==> src/rtl/mem_arbiter_pkg.sv <==
// mem_arb_pkg: shared constants and helpers for the unified-memory arbiter.
//   PORT_IF / PORT_DS : port identifiers (instruction fetch, load/store)
//   ALIGN_MASK        : byte-offset bits that must be zero for a word access
//   last_t            : encoding of the round-robin "last granted" state
package mem_arb_pkg;

    localparam logic       PORT_IF    = 1'b0;
    localparam logic       PORT_DS    = 1'b1;
    localparam logic [1:0] ALIGN_MASK = 2'b11;

    typedef enum logic {
        LAST_IF = 1'b0,
        LAST_DS = 1'b1
    } last_t;

    // True when the low address bits select a non-word-aligned byte.
    function automatic logic misaligned(input logic [1:0] lsb);
        return (lsb & ALIGN_MASK) != 2'b00;
    endfunction

endpackage

==> src/rtl/mem_arbiter_if.sv <==
// mem_arbiter_if: bundle of requester-side and memory-side signals around
// mem_arbiter.
//   pX_req/we/addr/wdata : request from port X (held until pX_gnt)
//   pX_gnt               : combinational accept
//   pX_rvalid/rdata/err  : registered response, one cycle after the grant
//   mem_we/mem_a/mem_wd  : drive the single-ported memory
//   mem_rd               : combinational read data from the memory
// Modports: slave = arbiter view, master = requesters + memory view.
interface mem_arbiter_if #(
    parameter int AW = 32,
    parameter int DW = 32
);
    logic          p0_req;
    logic          p0_we;
    logic [AW-1:0] p0_addr;
    logic [DW-1:0] p0_wdata;
    logic          p0_gnt;
    logic          p0_rvalid;
    logic [DW-1:0] p0_rdata;
    logic          p0_err;

    logic          p1_req;
    logic          p1_we;
    logic [AW-1:0] p1_addr;
    logic [DW-1:0] p1_wdata;
    logic          p1_gnt;
    logic          p1_rvalid;
    logic [DW-1:0] p1_rdata;
    logic          p1_err;

    logic          mem_we;
    logic [AW-1:0] mem_a;
    logic [DW-1:0] mem_wd;
    logic [DW-1:0] mem_rd;

    modport slave (
        input  p0_req, p0_we, p0_addr, p0_wdata,
        input  p1_req, p1_we, p1_addr, p1_wdata,
        input  mem_rd,
        output p0_gnt, p0_rvalid, p0_rdata, p0_err,
        output p1_gnt, p1_rvalid, p1_rdata, p1_err,
        output mem_we, mem_a, mem_wd
    );

    modport master (
        output p0_req, p0_we, p0_addr, p0_wdata,
        output p1_req, p1_we, p1_addr, p1_wdata,
        output mem_rd,
        input  p0_gnt, p0_rvalid, p0_rdata, p0_err,
        input  p1_gnt, p1_rvalid, p1_rdata, p1_err,
        input  mem_we, mem_a, mem_wd
    );
endinterface

==> src/rtl/mem_arbiter_rr_arb2.sv <==
// rr_arb2: two-requester round-robin arbiter.
//   clk, reset : clock and synchronous active-high reset
//   req[1:0]   : request per port
//   gnt[1:0]   : combinational grant, one-hot or zero
// On a tie the port that was not granted most recently wins. Reset leaves
// "last" at port 1 so port 0 wins the first tie. No grants while in reset.
module rr_arb2
    import mem_arb_pkg::*;
(
    input  logic       clk,
    input  logic       reset,
    input  logic [1:0] req,
    output logic [1:0] gnt
);

    last_t last, last_nxt;

    always_ff @(posedge clk) begin
        if (reset) begin
            last <= LAST_DS;
        end else begin
            last <= last_nxt;
        end
    end

    always_comb begin
        gnt      = 2'b00;
        last_nxt = last;
        if (!reset) begin
            case (req)
                2'b01:   gnt = 2'b01;
                2'b10:   gnt = 2'b10;
                2'b11:   gnt = (last == LAST_DS) ? 2'b01 : 2'b10;
                default: gnt = 2'b00;
            endcase
            if (gnt[0]) begin
                last_nxt = LAST_IF;
            end else if (gnt[1]) begin
                last_nxt = LAST_DS;
            end
        end
    end

endmodule

==> src/rtl/mem_arbiter.sv <==
// mem_arbiter: shares one single-ported memory between instruction fetch
// (port 0) and load/store (port 1), at most one access per cycle.
//   clk, reset : clock and synchronous active-high reset
//   bus        : mem_arbiter_if.slave (requests, responses, memory side)
// The granted port's payload is steered to the memory in the same cycle;
// the response (read data or error) is registered and presented on the
// granted port one cycle later. Misaligned accesses are consumed but never
// write memory and respond with err=1, rdata=0.
module mem_arbiter
    import mem_arb_pkg::*;
#(
    parameter int AW = 32,
    parameter int DW = 32
) (
    input  logic           clk,
    input  logic           reset,
    mem_arbiter_if.slave   bus
);

    logic [1:0]    req;
    logic [1:0]    gnt;
    logic          granted;
    logic          sel_port;
    logic          sel_we;
    logic          sel_mis;
    logic [AW-1:0] sel_addr;
    logic [DW-1:0] sel_wdata;

    logic          rsp_valid;
    logic          rsp_port;
    logic          rsp_err;
    logic [DW-1:0] rsp_data;

    assign req = {bus.p1_req, bus.p0_req};

    rr_arb2 u_arb (
        .clk   (clk),
        .reset (reset),
        .req   (req),
        .gnt   (gnt)
    );

    assign granted  = |gnt;
    assign sel_port = gnt[1] ? PORT_DS : PORT_IF;

    // Payload mux; everything reads as zero when nothing is granted.
    always_comb begin
        sel_we    = 1'b0;
        sel_addr  = '0;
        sel_wdata = '0;
        if (gnt[0]) begin
            sel_we    = bus.p0_we;
            sel_addr  = bus.p0_addr;
            sel_wdata = bus.p0_wdata;
        end else if (gnt[1]) begin
            sel_we    = bus.p1_we;
            sel_addr  = bus.p1_addr;
            sel_wdata = bus.p1_wdata;
        end
    end

    assign sel_mis    = granted && misaligned(sel_addr[1:0]);

    assign bus.mem_a  = sel_addr;
    assign bus.mem_wd = sel_wdata;
    assign bus.mem_we = sel_we && !sel_mis;

    // Response stage: only the valid flag needs reset; port/err/data are
    // masked by it on the way out.
    always_ff @(posedge clk) begin
        if (reset) begin
            rsp_valid <= 1'b0;
        end else begin
            rsp_valid <= granted;
        end
    end

    always_ff @(posedge clk) begin
        rsp_port <= sel_port;
        rsp_err  <= sel_mis;
        rsp_data <= (granted && !sel_we && !sel_mis) ? bus.mem_rd : '0;
    end

    assign bus.p0_gnt    = gnt[0];
    assign bus.p1_gnt    = gnt[1];

    assign bus.p0_rvalid = rsp_valid && (rsp_port == PORT_IF);
    assign bus.p1_rvalid = rsp_valid && (rsp_port == PORT_DS);

    assign bus.p0_rdata  = bus.p0_rvalid ? rsp_data : '0;
    assign bus.p1_rdata  = bus.p1_rvalid ? rsp_data : '0;
    assign bus.p0_err    = bus.p0_rvalid && rsp_err;
    assign bus.p1_err    = bus.p1_rvalid && rsp_err;

endmodule

==> src/flat_wrapper.sv <==
// flat-port wrapper written by rule: the top's interface ports become plain ports
module mem_arbiter_flat import mem_arb_pkg::*;
#(
    parameter int AW = 32,
    parameter int DW = 32
)
  (clk, reset, bus_p0_req, bus_p0_we, bus_p0_addr, bus_p0_wdata, bus_p1_req, bus_p1_we, bus_p1_addr, bus_p1_wdata, bus_mem_rd, bus_p0_gnt, bus_p0_rvalid, bus_p0_rdata, bus_p0_err, bus_p1_gnt, bus_p1_rvalid, bus_p1_rdata, bus_p1_err, bus_mem_we, bus_mem_a, bus_mem_wd);
  mem_arbiter_if #(.AW(AW), .DW(DW)) bus_i ();
  input  logic clk;
  input  logic reset;
  input wire logic [$bits(bus_i.p0_req)-1:0] bus_p0_req;
  input wire logic [$bits(bus_i.p0_we)-1:0] bus_p0_we;
  input wire logic [$bits(bus_i.p0_addr)-1:0] bus_p0_addr;
  input wire logic [$bits(bus_i.p0_wdata)-1:0] bus_p0_wdata;
  input wire logic [$bits(bus_i.p1_req)-1:0] bus_p1_req;
  input wire logic [$bits(bus_i.p1_we)-1:0] bus_p1_we;
  input wire logic [$bits(bus_i.p1_addr)-1:0] bus_p1_addr;
  input wire logic [$bits(bus_i.p1_wdata)-1:0] bus_p1_wdata;
  input wire logic [$bits(bus_i.mem_rd)-1:0] bus_mem_rd;
  output wire logic [$bits(bus_i.p0_gnt)-1:0] bus_p0_gnt;
  output wire logic [$bits(bus_i.p0_rvalid)-1:0] bus_p0_rvalid;
  output wire logic [$bits(bus_i.p0_rdata)-1:0] bus_p0_rdata;
  output wire logic [$bits(bus_i.p0_err)-1:0] bus_p0_err;
  output wire logic [$bits(bus_i.p1_gnt)-1:0] bus_p1_gnt;
  output wire logic [$bits(bus_i.p1_rvalid)-1:0] bus_p1_rvalid;
  output wire logic [$bits(bus_i.p1_rdata)-1:0] bus_p1_rdata;
  output wire logic [$bits(bus_i.p1_err)-1:0] bus_p1_err;
  output wire logic [$bits(bus_i.mem_we)-1:0] bus_mem_we;
  output wire logic [$bits(bus_i.mem_a)-1:0] bus_mem_a;
  output wire logic [$bits(bus_i.mem_wd)-1:0] bus_mem_wd;
  assign bus_i.p0_req = bus_p0_req;
  assign bus_i.p0_we = bus_p0_we;
  assign bus_i.p0_addr = bus_p0_addr;
  assign bus_i.p0_wdata = bus_p0_wdata;
  assign bus_i.p1_req = bus_p1_req;
  assign bus_i.p1_we = bus_p1_we;
  assign bus_i.p1_addr = bus_p1_addr;
  assign bus_i.p1_wdata = bus_p1_wdata;
  assign bus_i.mem_rd = bus_mem_rd;
  assign bus_p0_gnt = bus_i.p0_gnt;
  assign bus_p0_rvalid = bus_i.p0_rvalid;
  assign bus_p0_rdata = bus_i.p0_rdata;
  assign bus_p0_err = bus_i.p0_err;
  assign bus_p1_gnt = bus_i.p1_gnt;
  assign bus_p1_rvalid = bus_i.p1_rvalid;
  assign bus_p1_rdata = bus_i.p1_rdata;
  assign bus_p1_err = bus_i.p1_err;
  assign bus_mem_we = bus_i.mem_we;
  assign bus_mem_a = bus_i.mem_a;
  assign bus_mem_wd = bus_i.mem_wd;
  mem_arbiter #(.AW(AW), .DW(DW)) u_core (.clk(clk), .reset(reset), .bus(bus_i));
endmodule
==> config.mk <==
export PLATFORM = sky130hd
export DESIGN_NAME = mem_arbiter_flat
export DESIGN_NICKNAME = d
export VERILOG_FILES = /design/src/rtl/mem_arbiter_pkg.sv /design/src/rtl/mem_arbiter_if.sv /design/src/rtl/mem_arbiter_rr_arb2.sv /design/src/rtl/mem_arbiter.sv /design/src/flat_wrapper.sv
export SDC_FILE = /design/constraint.sdc
export NUM_CORES = 1
export LEC_CHECK = 0
export CAP_MARGIN = 20
export CORE_AREA = 2 2 116 118
export CTS_CLUSTER_SIZE = 8
export DETAILED_ROUTE_END_ITERATION = 7
export DIE_AREA = 0 0 118 120
export PLACE_DENSITY = 0.7
export SLEW_MARGIN = 40
export SYNTH_ARGS = -nofsm -noshare
export SYNTH_HDL_FRONTEND = slang
export SYNTH_SLANG_ARGS = --single-unit
==> constraint.sdc <==
create_clock -name clk -period 1.3 [get_ports clk]
set_clock_uncertainty 0.15 [all_clocks]
set_input_delay 0.13 -clock clk [delete_from_list [all_inputs] [get_ports clk]]
set_output_delay 0.13 -clock clk [all_outputs]
set_load 0.05 [all_outputs]
==> run summary, run 1 <==
clock transition at the registers of the reported paths -> 0.05 ns
worst r2r path cells -> 7
Via Count -> 3551
fin nets -> 756
vias in the first global route -> 4086
Synth Warn # -> 0
WP data required -> 1.02 ns
M2 GR Usage -> 44.2%
final setup fails -> 167
failing checks -> negative setup slack
Slew @ Worst Pin -> 0.322 ns
gr busiest metal -> met2
compound-gate portion of the synthesized area -> 26.1%
FF-to-FF setup slack -> -0.49 ns
Post-DRT Antenna Nets -> 0
outcome -> complete, but fails checks
max cap viols -> 0
hold depth -> 4
routability congestion estimate -> 0.898
f_max -> 537 MHz
mux contribution to synthesized area -> 0%
DR pass1 iterations -> 4
average size of a mapped cell -> 9.67 sq um
Setup Crit Path Kind -> flip-flop to primary output
Fin Hold WS -> 0.264 ns
most common cell after layout, fill and taps aside -> clkdlybuf4s50_1
Final Cycle Share -> 143%
Mapped Cells -> 248
clk sinks -> 36
dpl ws -> -0.667 ns
Fin. Hold Viols -> 0
total power -> 5.47 mW
commonest non-fill, non-tap cells in the layout -> clkdlybuf4s50_1, buf_12, a22o_4, and2_4
area grow syn2layout -> 267%
Leakage -> 3.63 nW
core area -> 13000 sq um
largest net degree at the start of global routing -> 25
Max FO, Critical Path -> 14
Die Ht -> 120 um
Detailed Route Iter0 Violations -> 110
worst setup margin -> -0.561 ns
CP arrival -> 1.58 ns
layout cell share with drive strength beyond 1 -> 65.5%
simple-gate area share of the yosys netlist -> 37.1%
register area share after synthesis -> 30.0%
RSZ-0062 raised after global routing -> true
CTS Buf Count -> 5
PortBufs -> 300
initial core utilization -> 18.5%
met3 Use GR -> 6.80%
DRT Wirelength -> 16200 um
startpoint types -> flip-flop
P per Cell Area -> 622 nW/um^2
first-pass GRT wire length -> 24800 um
aggregate global-route resource usage -> 22.9%
# fillers -> 862
Tmin final -> 1.86 ns
Rel. slew slack -> 78.5%
vias per inst -> 4.62
drt drc -> 0
GRT overflow -> 0
hold bufs inserted after CTS -> 0
post-synthesis xor/xnor area fraction -> 0%
post-DP HPWL -> 11700 um
worst-skew pair later-pin latency -> 0.27 ns
row count -> 42
synth unique cells -> 27
Yosys reg bits -> 36
count of pins over their slew limit -> 0
Peak VDD IR -> 0.402 mV
met1 Usage GRT -> 23.6%
full die area -> 14200 sq um
Die X-Extent -> 118 um
netlist area before placement -> 2400 sq um
CTS Buffer Depth -> 2
Ports -> 301
drt wl/cell -> 21.0 um
CTS tree -> yes
Min-Delay Path Class -> input pin to flip-flop
crit end category -> primary output
Net Count, Synth -> 414
H-tree levels -> 2
post-synthesis adder-cell area fraction -> 0%
largest family of logic cells by synthesized area -> simple AND/OR/NAND/NOR gates
initial antenna violation count -> 2
root buf cell -> clkbuf_16
==> critical path, cell delays in order (launching register included) <==
cell and delay [ns]:
dfxtp_4 0.37, a21bo_4 0.23, nor2_4 0.11, buf_12 0.17, buf_12 0.16, a22o_4 0.14
buf_12 0.13
==> power by group <==
part	switching (mW)	internal [mW]
Clock	0.455	0.705
Sequential	0.0353	1.15
Combinational	1.37	1.76
==> layer usage <==
layer | part of all wire, % | wire length [um]
met1 | 34 | 5530
met2 | 55 | 8890
met3 | 8.0 | 1290
met4 | 2.7 | 442
met5 | 0 | 0
==> synth_stat cells, drive strengths merged <==
| master | count | area share (%) |
|---|---|---|
| inv | 2 | 0.31 |
| nand3b | 1 | 0.47 |
| o21ai | 1 | 0.21 |
| a22o | 62 | 23 |
| buf | 19 | 5.1 |
| a32oi | 2 | 1.0 |
| a22oi | 1 | 0.31 |
| dfxtp | 36 | 30 |
| nor2 | 4 | 1.1 |
| nand2 | 1 | 0.16 |
| o22ai | 1 | 0.26 |
| clkbuf | 9 | 1.4 |
| a21bo | 1 | 0.42 |
| a21oi | 1 | 0.21 |
| a21boi | 1 | 0.31 |
| nor3b | 32 | 16 |
| and2 | 34 | 8.9 |
| o32ai | 1 | 0.68 |
| and3 | 33 | 8.6 |
| nand2b | 2 | 0.52 |
| nor2b | 4 | 1.0 |
==> through the flow <==
stage,cell area [sq um],instances,utilization (%),TNS (ns)
2_1_floorplan,3150,248,-,-13.13
3_3_place_gp,7820,728,60.3,-58.32
3_5_place_dp,7820,728,60.3,-62.57
4_1_cts,8870,772,68.3,-78.30
5_1_grt,8800,769,67.8,-82.17
6_report,8800,769,67.8,-72.93
==> cell type report <==
type / count / area [sq um] / share of cell area (%)
Antenna cell: 2 / 5.00 / 0.0569
Clock buffer: 5 / 125 / 1.42
Clock inverter: 3 / 18.8 / 0.213
Inverter: 2 / 7.51 / 0.0853
Multi-Input combinational cell: 182 / 2440 / 27.7
Sequential cell: 36 / 732 / 8.32
Tap cell: 176 / 220 / 2.50
Timing Repair Buffer: 363 / 5250 / 59.7
==> sequential cells by signal (all words and copies together) (netlist names) <==
signal,flops
u_core.rsp_err,1
u_core.rsp_port,1
u_core.u_arb.last,1
u_core.rsp_data,32
u_core.rsp_valid,1
==> worst paths after layout <==
check / start / endpoint
worst min register to register: u_core.u_arb.last / u_core.u_arb.last
worst min-delay path: bus_p1_req / u_core.u_arb.last
worst max register to register: u_core.u_arb.last / u_core.rsp_data[25]
worst max-delay path: u_core.u_arb.last / bus_mem_wd[15]
==> kinds of logic after synthesis <==
group,count (synthesis)
AO/OA/AOI/OAI,71
AND/OR/NAND/NOR,111
buffers and inverters,30
flip-flops,36
==> what timing repair did <==
action	in CTS	in global routing
pin swaps	24	9
setup buffers	24	4
gates resized for setup	100	21
cloned	13	1
setup endpoints to repair	168	168
No activity file was read; power rests on OpenSTA's default activity.
==> inputs of run 2 (changes only) <==
CTS_CLUSTER_DIAMETER = 50   (was default)
clock period = 1.5 ns   (was 1.3 ns; I/O delays follow)
==> run 2 against run 1 <==
- the flow still finishes with violations (negative setup slack)
- final cell count down 0.91%
- power down 10%
- hold slack worse by 0.050 ns
- setup slack better by 0.11 ns
- global-route usage down 0.25 points
- critical path depth unchanged
- register-to-register slack better by 0.27 ns
- die area unchanged
- wire length up 7.6%
- via count about the same
- design area down 0.34%
- critical endpoint is now bus_mem_wd[9]
- largest power group unchanged
==> run summary, run 2 (same netlist as run 1, synthesis figures left out) <==
CTS Buf Count -> 5 (unchanged)
initial antenna violation count -> 0 (was 2)
commonest non-fill, non-tap cells in the layout -> clkdlybuf4s50_1, buf_12, a22o_4, and2_4 (unchanged)
outcome -> complete, but fails checks (unchanged)
Die X-Extent -> 118 um (unchanged)
Clock Power Share -> 23.9% (was 21.2%)
routability congestion estimate -> 0.818 (was 0.898)
clk sinks -> 36 (unchanged)
dpl ws -> -0.515 ns (was -0.667 ns)
full die area -> 14200 sq um (unchanged)
Post-Route Utilization -> 67.5% (was 67.8%)
first-pass GRT wire length -> 24200 um (was 24800 um)
DRT Wirelength -> 17400 um (was 16200 um)
total power -> 4.93 mW (was 5.47 mW)
CP arrival -> 1.65 ns (was 1.58 ns)
Rel. slew slack -> 81.0% (was 78.5%)
Ports -> 301 (unchanged)
Detailed Route Iter0 Violations -> 124 (was 110)
final instance area -> 8770 sq um (was 8800 sq um)
met1 WL -> 6290 um (was 5530 um)
P per Cell Area -> 562 nW/um^2 (was 622 nW/um^2)
Post-DRT Antenna Nets -> 0 (unchanged)
switching part of the total -> 33.1% (was 34.0%)
core area -> 13000 sq um (unchanged)
vias in the first global route -> 3915 (was 4086)
RSZ-0062 raised after global routing -> true (unchanged)
Tmin final -> 1.95 ns
Die Ht -> 120 um (unchanged)
CP top delay family -> buffers and inverters (unchanged)
drt wl/cell -> 22.8 um (was 21.0 um)
final setup fails -> 167 (unchanged)
Final Cycle Share -> 130%
row count -> 42 (unchanged)
Peak VDD IR -> 0.419 mV (was 0.402 mV)
Sequential Power Share -> 20.9% (was 21.7%)
worst setup margin -> -0.450 ns (was -0.561 ns)
largest reg by FF count -> u_core.rsp_data (unchanged)
DR pass1 iterations -> 4 (unchanged)
crit-path cells -> a21bo_4 > nor2_4 > buf_12 > clkbuf_16 > a22o_2 > buf_12 (was a21bo_4 > nor2_4 > buf_12 > buf_12 > a22o_4 > buf_12)
Int Pwr -> 3.30 mW (was 3.62 mW)
Leakage -> 3.56 nW (was 3.63 nW)
area grow syn2layout -> 266% (was 267%)
routed length on met2 -> 9310 um (was 8890 um)
net load switching power -> 1.63 mW (was 1.86 mW)
largest net degree at the start of global routing -> 39 (was 25)
drt drc -> 0 (unchanged)
Setup Crit Path Kind -> flip-flop to primary output (unchanged)
metal3 WL -> 1280 um (was 1290 um)
Slew @ Worst Pin -> 0.285 ns (was 0.322 ns)
failing checks -> negative setup slack (unchanged)
CP peak stage delay -> 0.37 ns (about the same)
CTS Buffer Depth -> 2 (unchanged)
initial core utilization -> 18.5% (unchanged)
max cap viols -> 0 (unchanged)
crit path max-delay cell type -> dfxtp_4 (unchanged)
diodes inserted -> 0 (was 2)
crit end category -> primary output (unchanged)
root buf cell -> clkbuf_16 (unchanged)
fin nets -> 751 (was 756)
layout cell share with drive strength beyond 1 -> 64.7% (was 65.5%)
GRT overflow -> 0 (unchanged)
Max FO, Critical Path -> 9 (was 14)
# fillers -> 905 (was 862)
startpoint types -> flip-flop (unchanged)
vias per inst -> 4.66 (was 4.62)
Largest register FFs -> 32 (unchanged)
most common cell after layout, fill and taps aside -> clkdlybuf4s50_1 (unchanged)
aggregate global-route resource usage -> 22.7% (was 22.9%)
PortBufs -> 300 (unchanged)
clock transition at the registers of the reported paths -> 0.05 ns (about the same)
Fin. Hold Viols -> 0 (unchanged)
CP bufs+invs -> 3 (unchanged)
Critical Path Most Common Cell -> buf_12 (unchanged)
post-DP HPWL -> 11200 um (was 11700 um)
CTS tree -> yes (unchanged)
Via Count -> 3550 (was 3551)
hold bufs inserted after CTS -> 0 (unchanged)
f_max -> 513 MHz
Min-Delay Path Class -> input pin to flip-flop (unchanged)
WP data required -> 1.20 ns (was 1.02 ns)
max layer used -> met4 (unchanged)
logic gate share of total power -> 55.2% (was 57.1%)
count of pins over their slew limit -> 0 (unchanged)
Post-DP Area -> 7380 sq um (was 7820 sq um)
H-tree levels -> 2 (unchanged)
worst-skew pair later-pin latency -> 0.28 ns (was 0.27 ns)
## run 2: cell types whose count changed in the layout (fill, tap and decap cells not counted), sizes merged
cell,previous run,this run
buf,196,185
bufbuf,1,0
bufinv,0,1
clkbuf,6,14
clkinv,3,1
diode,2,0
## run 2: metrics by stage
step           setup TNS (ns)  std cells  hold slack, ns
2_1_floorplan           -2.79        248           0.157
3_3_place_gp           -40.32        716           0.399
3_5_place_dp           -43.48        716           0.412
4_1_cts                -43.38        756           0.170
5_1_grt                -47.63        762           0.245
6_report               -42.02        762           0.213
## run 2: repair_timing
item | 4_1_cts | 5_1_grt
buffers inserted | 18 | 8
setup endpoints to repair | 167 | 167
gates cloned | 14 | 8
pin swaps | 36 | 17
resized for setup | 105 | 49
## run 2: power groups by stage
stage / Sequential (mW) / Clock, mW / Combinational (mW)
finish: 1.03 / 1.18 / 2.72
global route: 1.03 / 1.25 / 2.81
CTS: 1.02 / 1.21 / 2.61
detailed placement: 1.04 / 0 / 2.22
global placement: 1.04 / 0 / 2.20
floorplan: 1.03 / 0 / 0.971
## run 2: metal layers
layer / vias to the layer above / global-route usage [%]
met5: - / 0
met4: 0 / 6.93
met3: 36 / 6.37
met2: 214 / 42.1
met1: 1682 / 25.0
li1: 1618 / -
## run 2: worst paths after layout
| check | startpoint | end | slack (ns) | depth (start not counted) |
|---|---|---|---|---|
| setup reg to reg | u_core.u_arb.last | u_core.rsp_data[31] | -0.22 | 7 |
| hold reg to reg | u_core.u_arb.last | u_core.u_arb.last | 0.39 | 2 |
| hold / removal | bus_p1_req | u_core.u_arb.last | 0.21 | 3 |
| setup / recovery | u_core.u_arb.last | bus_mem_wd[9] | -0.45 | 6 |
## run 2: area by class of cell
cell class | instances | area (sq um) | area share, %
sequential | 36 | 732 | 8.35
clock buffer | 6 | 129 | 1.47
tap | 176 | 220 | 2.51
clock inverter | 2 | 35.0 | 0.400
inverter | 2 | 7.51 | 0.0856
multi-input combinational | 182 | 2300 | 26.3
timing repair buffer | 358 | 5340 | 60.9
## run 2: worst register-to-register path, cell delays in order (launching register included)
cell      delay [ns]
dfxtp_4         0.37
nand2b_4        0.17
a32oi_2         0.22
buf_4           0.17
nor2_4          0.05
buf_4           0.16
buf_16          0.16
nor3b_2         0.20
